## config.mk

```make
export PLATFORM = sky130hd
export DESIGN_NAME = stream_bridge
export DESIGN_NICKNAME = d
export VERILOG_FILES = /design/src/rtl/stream_bridge.sv
export SDC_FILE = /design/constraint.sdc
export NUM_CORES = 1
export LEC_CHECK = 0
export CAP_MARGIN = 25
export CORE_ASPECT_RATIO = 1.4
export CORE_MARGIN = 2
export CORE_UTILIZATION = 42
export DETAILED_ROUTE_END_ITERATION = 10
export HOLD_SLACK_MARGIN = 0.08
export MAX_ROUTING_LAYER = met4
export PLACE_DENSITY = 0.91
export RECOVER_POWER = 25
export SLEW_MARGIN = 20
export SYNTH_ARGS = -nofsm -noshare
export SYNTH_HDL_FRONTEND = slang
export SYNTH_SLANG_ARGS = --single-unit
```

## constraint.sdc

```tcl
create_clock -name clk -period 4 [get_ports clk]
set_clock_uncertainty 0.15 [all_clocks]
set_input_delay 1 -clock clk [delete_from_list [all_inputs] [get_ports clk]]
set_output_delay 1 -clock clk [all_outputs]
set_load 0.01 [all_outputs]
```

## src/rtl/stream_bridge.sv

```systemverilog
// Byte-stream bridge to a 2x2 matrix multiply controller: loads A0..A3/B0..B3, waits for done, drains 4 results.
// Optional watchdog on the WAIT phase is built when STREAM_BRIDGE_WDOG_EN is defined.
module stream_bridge #(
   parameter int WDOG_CYCLES = 255
) (
   input  logic       clk,
   input  logic       rst_n,
   input  logic [7:0] s_data,
   input  logic       s_valid,
   output logic       s_ready,
   output logic       load_en,
   output logic       load_sel_ab,
   output logic [1:0] load_index,
   output logic [7:0] in_data,
   input  logic       done,
   output logic       output_en,
   output logic [1:0] output_sel,
   input  logic [7:0] out_data,
   output logic [7:0] m_data,
   output logic       m_valid,
   input  logic       m_ready,
   output logic       busy,
   output logic       err
);

   // Handshake: a beat moves when valid and ready are both high at a rising edge;
   // valid never waits on ready, and a stalled source keeps its data unchanged.
   typedef enum logic [1:0] {
      ST_LOAD  = 2'd0,
      ST_WAIT  = 2'd1,
      ST_DRAIN = 2'd2
   } state_t;

   if (WDOG_CYCLES < 1 || WDOG_CYCLES > 255) begin : g_bad_wdog
      $error("stream_bridge: WDOG_CYCLES must be in 1..255");
   end

   state_t     r_state;
   state_t     w_next;
   logic [2:0] r_cnt;
   logic       r_arm;
   logic [1:0] r_idx;
   logic       r_load_en;
   logic       r_load_sel_ab;
   logic [1:0] r_load_index;
   logic [7:0] r_in_data;
   logic       w_xfer;
   logic       w_wdog_fire;

   assign w_xfer = s_valid && (r_state == ST_LOAD);

`ifdef STREAM_BRIDGE_WDOG_EN
   localparam logic [7:0] WDOG_LAST = 8'(WDOG_CYCLES - 1);
   logic [7:0] r_wdog;
   logic       r_err;

   assign w_wdog_fire = (r_state == ST_WAIT) && (r_wdog == WDOG_LAST);
   assign err         = r_err;

   always_ff @(posedge clk or negedge rst_n) begin
      if (!rst_n) begin
         r_wdog <= 8'd0;
         r_err  <= 1'b0;
      end else begin
         r_wdog <= (r_state == ST_WAIT) ? r_wdog + 8'd1 : 8'd0;
         if (w_wdog_fire) r_err <= 1'b1;
      end
   end
`else
   assign w_wdog_fire = 1'b0;
   assign err         = 1'b0;
`endif

   always_ff @(posedge clk or negedge rst_n) begin
      if (!rst_n) begin
         r_state <= ST_LOAD;
      end else begin
         r_state <= w_next;
      end
   end

   // Arm only after done has been seen low, so a done level left over from the previous batch is ignored.
   always_comb begin
      w_next = r_state;
      unique case (r_state)
         ST_LOAD:  if (w_xfer && r_cnt == 3'd7) w_next = ST_WAIT;
         ST_WAIT:  if ((done && r_arm) || w_wdog_fire) w_next = ST_DRAIN;
         ST_DRAIN: if (m_ready && r_idx == 2'd3) w_next = ST_LOAD;
         default:  w_next = ST_LOAD;
      endcase
   end

   always_ff @(posedge clk or negedge rst_n) begin
      if (!rst_n) begin
         r_cnt         <= 3'd0;
         r_arm         <= 1'b0;
         r_idx         <= 2'd0;
         r_load_en     <= 1'b0;
         r_load_sel_ab <= 1'b0;
         r_load_index  <= 2'd0;
         r_in_data     <= 8'd0;
      end else begin
         r_load_en <= w_xfer;
         if (w_xfer) begin
            r_cnt         <= r_cnt + 3'd1;
            r_load_sel_ab <= r_cnt[2];
            r_load_index  <= r_cnt[1:0];
            r_in_data     <= s_data;
         end
         if (r_state == ST_WAIT) begin
            if (!done) r_arm <= 1'b1;
         end else begin
            r_arm <= 1'b0;
         end
         if (r_state == ST_DRAIN && m_ready) r_idx <= r_idx + 2'd1;
      end
   end

   assign s_ready     = (r_state == ST_LOAD);
   assign busy        = !((r_state == ST_LOAD) && (r_cnt == 3'd0));
   assign load_en     = r_load_en;
   assign load_sel_ab = r_load_sel_ab;
   assign load_index  = r_load_index;
   assign in_data     = r_in_data;
   assign output_en   = (r_state == ST_DRAIN);
   assign output_sel  = r_idx;
   assign m_valid     = (r_state == ST_DRAIN);
   assign m_data      = (r_state == ST_DRAIN) ? out_data : 8'd0;

endmodule

```

==> run metrics <==
R2R cell count 2; routed len/inst around 14 um; layout cells sized above 1 about 18%; Crit. End Element output port; worst-path fanout max 1; Num CTS Buffers 3; Crit path required time ~2.9 ns; PwrDens 689 nW/um^2; vias post-DR approximately 670; reg2reg setup slack about 2.1 ns; final period utilization between 80 and 90%; GR Util met3 roughly 2.1%; final hold violations 0; CP Class input pin to output port; CTS hold repair buffers 0; Synth Warn # 0; DR pass1 iterations 2; Num Clock Sinks 20; first-pass GRT wire length between 3 and 4 mm; Area Overhead vs Synth 49.2%; die height approximately 61 um; fin crit period roughly 3.3 ns; CP startpoint kind input pin; Core Box Area around 2200 um^2; Final setup viols 0; IO Port Bufs 46; gr ovfl total 0; P_leak 0.627 nW; Initial Util between 40% and 50%; # rows 20; fillers 170; met2 Use GR a little under 30%; number of diodes 0; mapped cell area between 900 and 1000 um^2; Total GRT Usage 16.5%; depth of the CTS H-tree 1; initial antenna violation count 0; nets 140; hold path depth 1; Final ANT Viol Nets 0; Worst Setup SP out_data[0]; DR iter-0 viols 1; Seq. cell area approximately 500 um^2; final cell utilization of the core approximately 66%; Seq/Total Area, Yosys between 50% and 60%; setup repair bufs after CTS 0; Yosys reg bits 20; Worst R2R End in_data[6]$_DFFE_PN0P_; register clock-pin slew on the reported worst setup and hold paths roughly 0.11 ns; Clock Tree Root clkbuf_4; worst vdd ir around 0.50 mV; clk buf depth 2; Distinct cells, synth 22; Final Slew Violations 0; Overall Power a little under 1 mW; io pins between 40 and 50; post-CTS sizing 0; Setup Total Neg Slack 0 ns; Residual DRC 0; arrival time at the worst endpoint approximately 2.1 ns; CTS tree yes; Max-slew headroom 41.6%; Via density 4.96; Post-Syn Nets 94; Syn Area/Cell 14.0 um^2; crit path capture m_data[0]; largest net degree at the start of global routing 21; GRT busiest layer met2; status complete, no violations; hold_ws 0.376 ns; Least-Margin Pin Slew a little under 0.9 ns; met1 Track Usage GR approximately 18%; cell count after synthesis between 60 and 70; Routed WL roughly 2.0 mm; Routability Congestion roughly 0.67; total die area 2700 um^2; Die W ~45 um; Min-Delay Path Class flop to flop; clk_lat worst skew around 0.30 ns; RR Startpoint r_state[1]$_DFFE_PN0P_; number of global-route vias before repair roughly 740; multi-input logic area slightly above 400 um^2; RSZ-0062 raised after global routing no; maxcap violations 0; DPL Wire Length ~1.5 mm; fmax approximately 0.31 GHz
## registers in the layout, summed over array words and instances, names as in the netlist
register / flops
load_en: 1
load_index: 2
output_sel: 2
r_cnt: 3
r_arm: 1
load_sel_ab: 1
in_data: 8
r_state: 2
## power breakdown
| group | switching [mW] | internal (mW) | total (mW) |
|---|---|---|---|
| Sequential | 0.0764 | 0.299 | 0.375 |
| Combinational | 0.176 | 0.325 | 0.501 |
| Clock | 0.0590 | 0.0555 | 0.114 |
## logic make-up after synthesis
kind of cell	after synthesis	synth area share (%)
adder cells (fa/ha/maj)	4	5.19
flip-flops	20	51.9
multiplexers	14	19.5
AO/OA/AOI/OAI	3	2.46
AND/OR/NAND/NOR	18	12.8
XOR/XNOR	2	1.82
other	1	0.389
buffers and inverters	7	5.97
## layout make-up
cell class              instances  share of cell area (%)
flip-flops and latches         20                    34.8
repair buffers                 46                    32.0
multi-input cells              42                    28.3
well taps                      22                    1.91
inverters                       2                   0.522
clock buffers                   4                    2.52
## how the worst min path moves through the flow
| stage | start | to |
|---|---|---|
| 2_1_floorplan | r_cnt[0]$_DFFE_PN0P_ | load_index[0]$_DFFE_PN0P_ |
| 3_3_place_gp | output_sel[0]$_DFFE_PN0P_ | output_sel[0]$_DFFE_PN0P_ |
| 3_5_place_dp | in_data[3]$_DFFE_PN0P_ | in_data[3]$_DFFE_PN0P_ |
| 4_1_cts | load_index[0]$_DFFE_PN0P_ | load_index[0]$_DFFE_PN0P_ |
| 5_1_grt | in_data[2]$_DFFE_PN0P_ | in_data[2]$_DFFE_PN0P_ |
| 6_report | load_index[0]$_DFFE_PN0P_ | load_index[0]$_DFFE_PN0P_ |
## synth_stat cells (all sizes together)
cell type	count	share of area, %
a21bo	1	1.0
a21oi	1	0.52
and2	8	5.2
buf	4	4.8
clkbuf	1	0.39
conb	1	0.39
dfrtp	20	52
ha	4	5.2
inv	2	0.78
mux2	14	19
nand2	1	0.39
nand3	1	0.52
nand3b	3	2.3
nor2	1	0.39
nor2b	2	1.3
nor3b	2	2.7
o2bb2ai	1	0.91
xnor2	2	1.8
## cell usage in the layout, fill, tap and decap left out, drive strengths merged
| master | count |
|---|---|
| inv | 2 |
| clkdlybuf4s50 | 43 |
| clkbuf | 4 |
| ha | 4 |
| nor2b | 2 |
| a21oi | 1 |
| dfrtp | 20 |
| nand2 | 1 |
| nand3 | 1 |
| a21bo | 1 |
| and2 | 8 |
| o2bb2ai | 1 |
| conb | 1 |
| nor3b | 2 |
| nor2 | 1 |
| xnor2 | 2 |
| nand3b | 3 |
| mux2 | 14 |
| dlygate4sd3 | 3 |
## layer usage
layer  routed length (um)  vias to the layer above
met1                  717                      324
met3                  145                        2
li1                     -                      315
met5                    0                        -
met4                   21                        0
met2                 1080                       33
## critical path: stages
cell	delay [ns]
clkdlybuf4s50_1	0.45
and2_1	0.12
clkdlybuf4s50_1	0.53
## metrics by stage
step	worst slack, ns	cell area [um^2]	cells
final	0.746	1440	136
after global routing	0.661	1440	136
after CTS	0.730	1440	136
after detailed placement	0.730	1400	132
after global placement	0.740	1400	132
after floorplan	1.70	965	69
(Power assumes the default switching activity.)
==> RTL change: new RTL, same flow settings <==
Build with the macro `STREAM_BRIDGE_WDOG_EN` defined.
--- a/src/rtl/stream_bridge.sv
+++ b/src/rtl/stream_bridge.sv
@@ -1,5 +1,7 @@
 // Byte-stream bridge to a 2x2 matrix multiply controller: loads A0..A3/B0..B3, waits for done, drains 4 results.
 // Optional watchdog on the WAIT phase is built when STREAM_BRIDGE_WDOG_EN is defined.
+`define STREAM_BRIDGE_WDOG_EN
+
 module stream_bridge #(
    parameter int WDOG_CYCLES = 255
 ) (
Formal check against the unedited RTL: same outputs for any inputs over 10 cycles, from zero or initial values and one cycle with rst_n low; that may be too few to reach the edited logic, so the function may still have changed.
==> RTL change against the unedited design <==
The run now ends with max-capacitance violations left; cell count up 45%; cell area up 31%; critical path depth unchanged; wire length up 43%; worst setup slack worse by 6.4 ps; power up 13%; count of clock-buffer cells in the layout up 3; sequential power up 22%; sequential cell count up 9; synthesized area up 36%; sequential share of layout area up 3.8 points; non-clock buffer count up 2; global-route usage up 1.9 points; highest routed layer unchanged.
==> RTL change: results (changes against the unedited design) <==
| Metric | Value |
|---|---|
| Global-route wire length before repair | 4670 um (was 3150 um) |
| Iteration-0 DRC Markers | 18 (was 1) |
| Leak pwr | 0.798 nW (was 0.627 nW) |
| Syn_area_per_cell | 12.2 sq um (was 14.0 sq um) |
| Worst skew pair latency | 280 ps (was 300 ps) |
| Max Cap Viol | 1 (was 0) |
| Sequential share of the synthesized area | 0.553 (was 0.519) |
| Status | finished with violations (was finished clean) |
| H-tree depth | 2 (was 1) |
| Routed wire per std cell | 14.3 um (was 14.4 um) |
| VDD IR max | 0.497 mV (about the same) |
| CTS clock-pin slew for the worst setup and hold paths | 60 ps (was 110 ps) |
| Failing checks | max-capacitance violations |
| Measured slew at the worst slew-check pin | 1500 ps (was 875 ps) |
| Commonest cells in the synthesized netlist | dfrtp_1 (29), mux2_2 (14), and2_1 (9), nand2_1 (7) (was dfrtp_1 (20), and2_1 (8), mux2_4 (8), mux2_2 (6), ha_1 (4)) |
| Total CTS buffers | 5 (was 3) |
| FF-to-FF End | in_data[7] (was in_data[6]) |
| Detailed-route via count | 982 (was 674) |
| Layout cells sized above 1 | 0.139 (was 0.175) |
| Hold worst-path end | err (was load_index[0]) |
| Nets | 185 (was 140) |
| XOR/XNOR Fraction of Synth Area | 0.0334 (was 0.0182) |
| Unique cell type count in the Yosys netlist | 28 (was 22) |
| Root buffer cell | clkbuf_8 (was clkbuf_4) |
| Hold Crit Start | err (was load_index[0]) |
| Vias in the first global route | 1047 (was 741) |
| Synth Area in Adders | 0.0572 (was 0.0519) |
| Dpl ws | 731 ps (was 730 ps) |
| Fillers | 262 (was 170) |
| Post-Layout Cell Count | 197 (was 136) |
==> RTL change: cell count changes after synthesis, moves of 2 or more <==
cell,unedited run,this run
a21oi_1,1,4
dfrtp_1,20,29
ha_1,4,6
inv_1,2,5
mux2_2,6,14
mux2_4,8,0
nand2_1,1,7
nand3b_1,3,1
nand4_1,0,2
nor2_1,1,6
xor2_1,0,2
==> RTL change: worst max-delay path by stage <==
stage	start	to	slack, ps	depth (start not counted)
floorplan	out_data[0]	m_data[0]	1700	1
global placement	out_data[5]	m_data[5]	750	3
detailed placement	out_data[1]	m_data[1]	730	3
CTS	out_data[1]	m_data[1]	730	3
global route	out_data[0]	m_data[0]	700	3
finish	out_data[1]	m_data[1]	740	3
==> RTL change: critical path: cells and delay by family <==
kind	cells	cell delay, ps
buf+inv	2	990
simple gates	1	120
==> RTL change: metal layers <==
layer | track usage | part of all wire | up-vias
li1 | - | - | 461
met1 | 0.186 | 0.36 | 476
met4 | 0.0789 | 0.016 | 0
met5 | - | 0 | -
met2 | 0.315 | 0.55 | 40
met3 | 0.0662 | 0.072 | 5
==> RTL change: stage by stage <==
step	hold WS [ps]	area (sq um)	total power, mW
after floorplan	324	1310	0.678
after global placement	312	1800	0.868
after detailed placement	317	1800	0.899
after CTS	333	1890	1.14
after global routing	361	1880	1.20
final	325	1880	1.12
==> RTL change: where the power goes <==
group | switching (mW) | internal, mW
sequential | 0.0678 | 0.390
clock | 0.100 | 0.136
combinational | 0.173 | 0.255
total | 0.340 | 0.781
==> RTL change: layout make-up <==
cell class,count,area share
Sequential cell,29,0.386
Multi-Input combinational cell,69,0.280
Timing Repair Buffer,48,0.252
Clock buffer,7,0.0459
Tap cell,39,0.0260
Inverter,5,0.00999
==> RTL change: cells by family (layout without fill, tap and decap cells) <==
kind of cell	count (synthesis)	count (layout)
buffers and inverters	10	60
DFF	29	29
adders and majority gates	6	6
xor gates and xnor gates	5	5
AOI/OAI and AO/OA	10	10
and+or+nand+nor	34	34
muxes	14	14
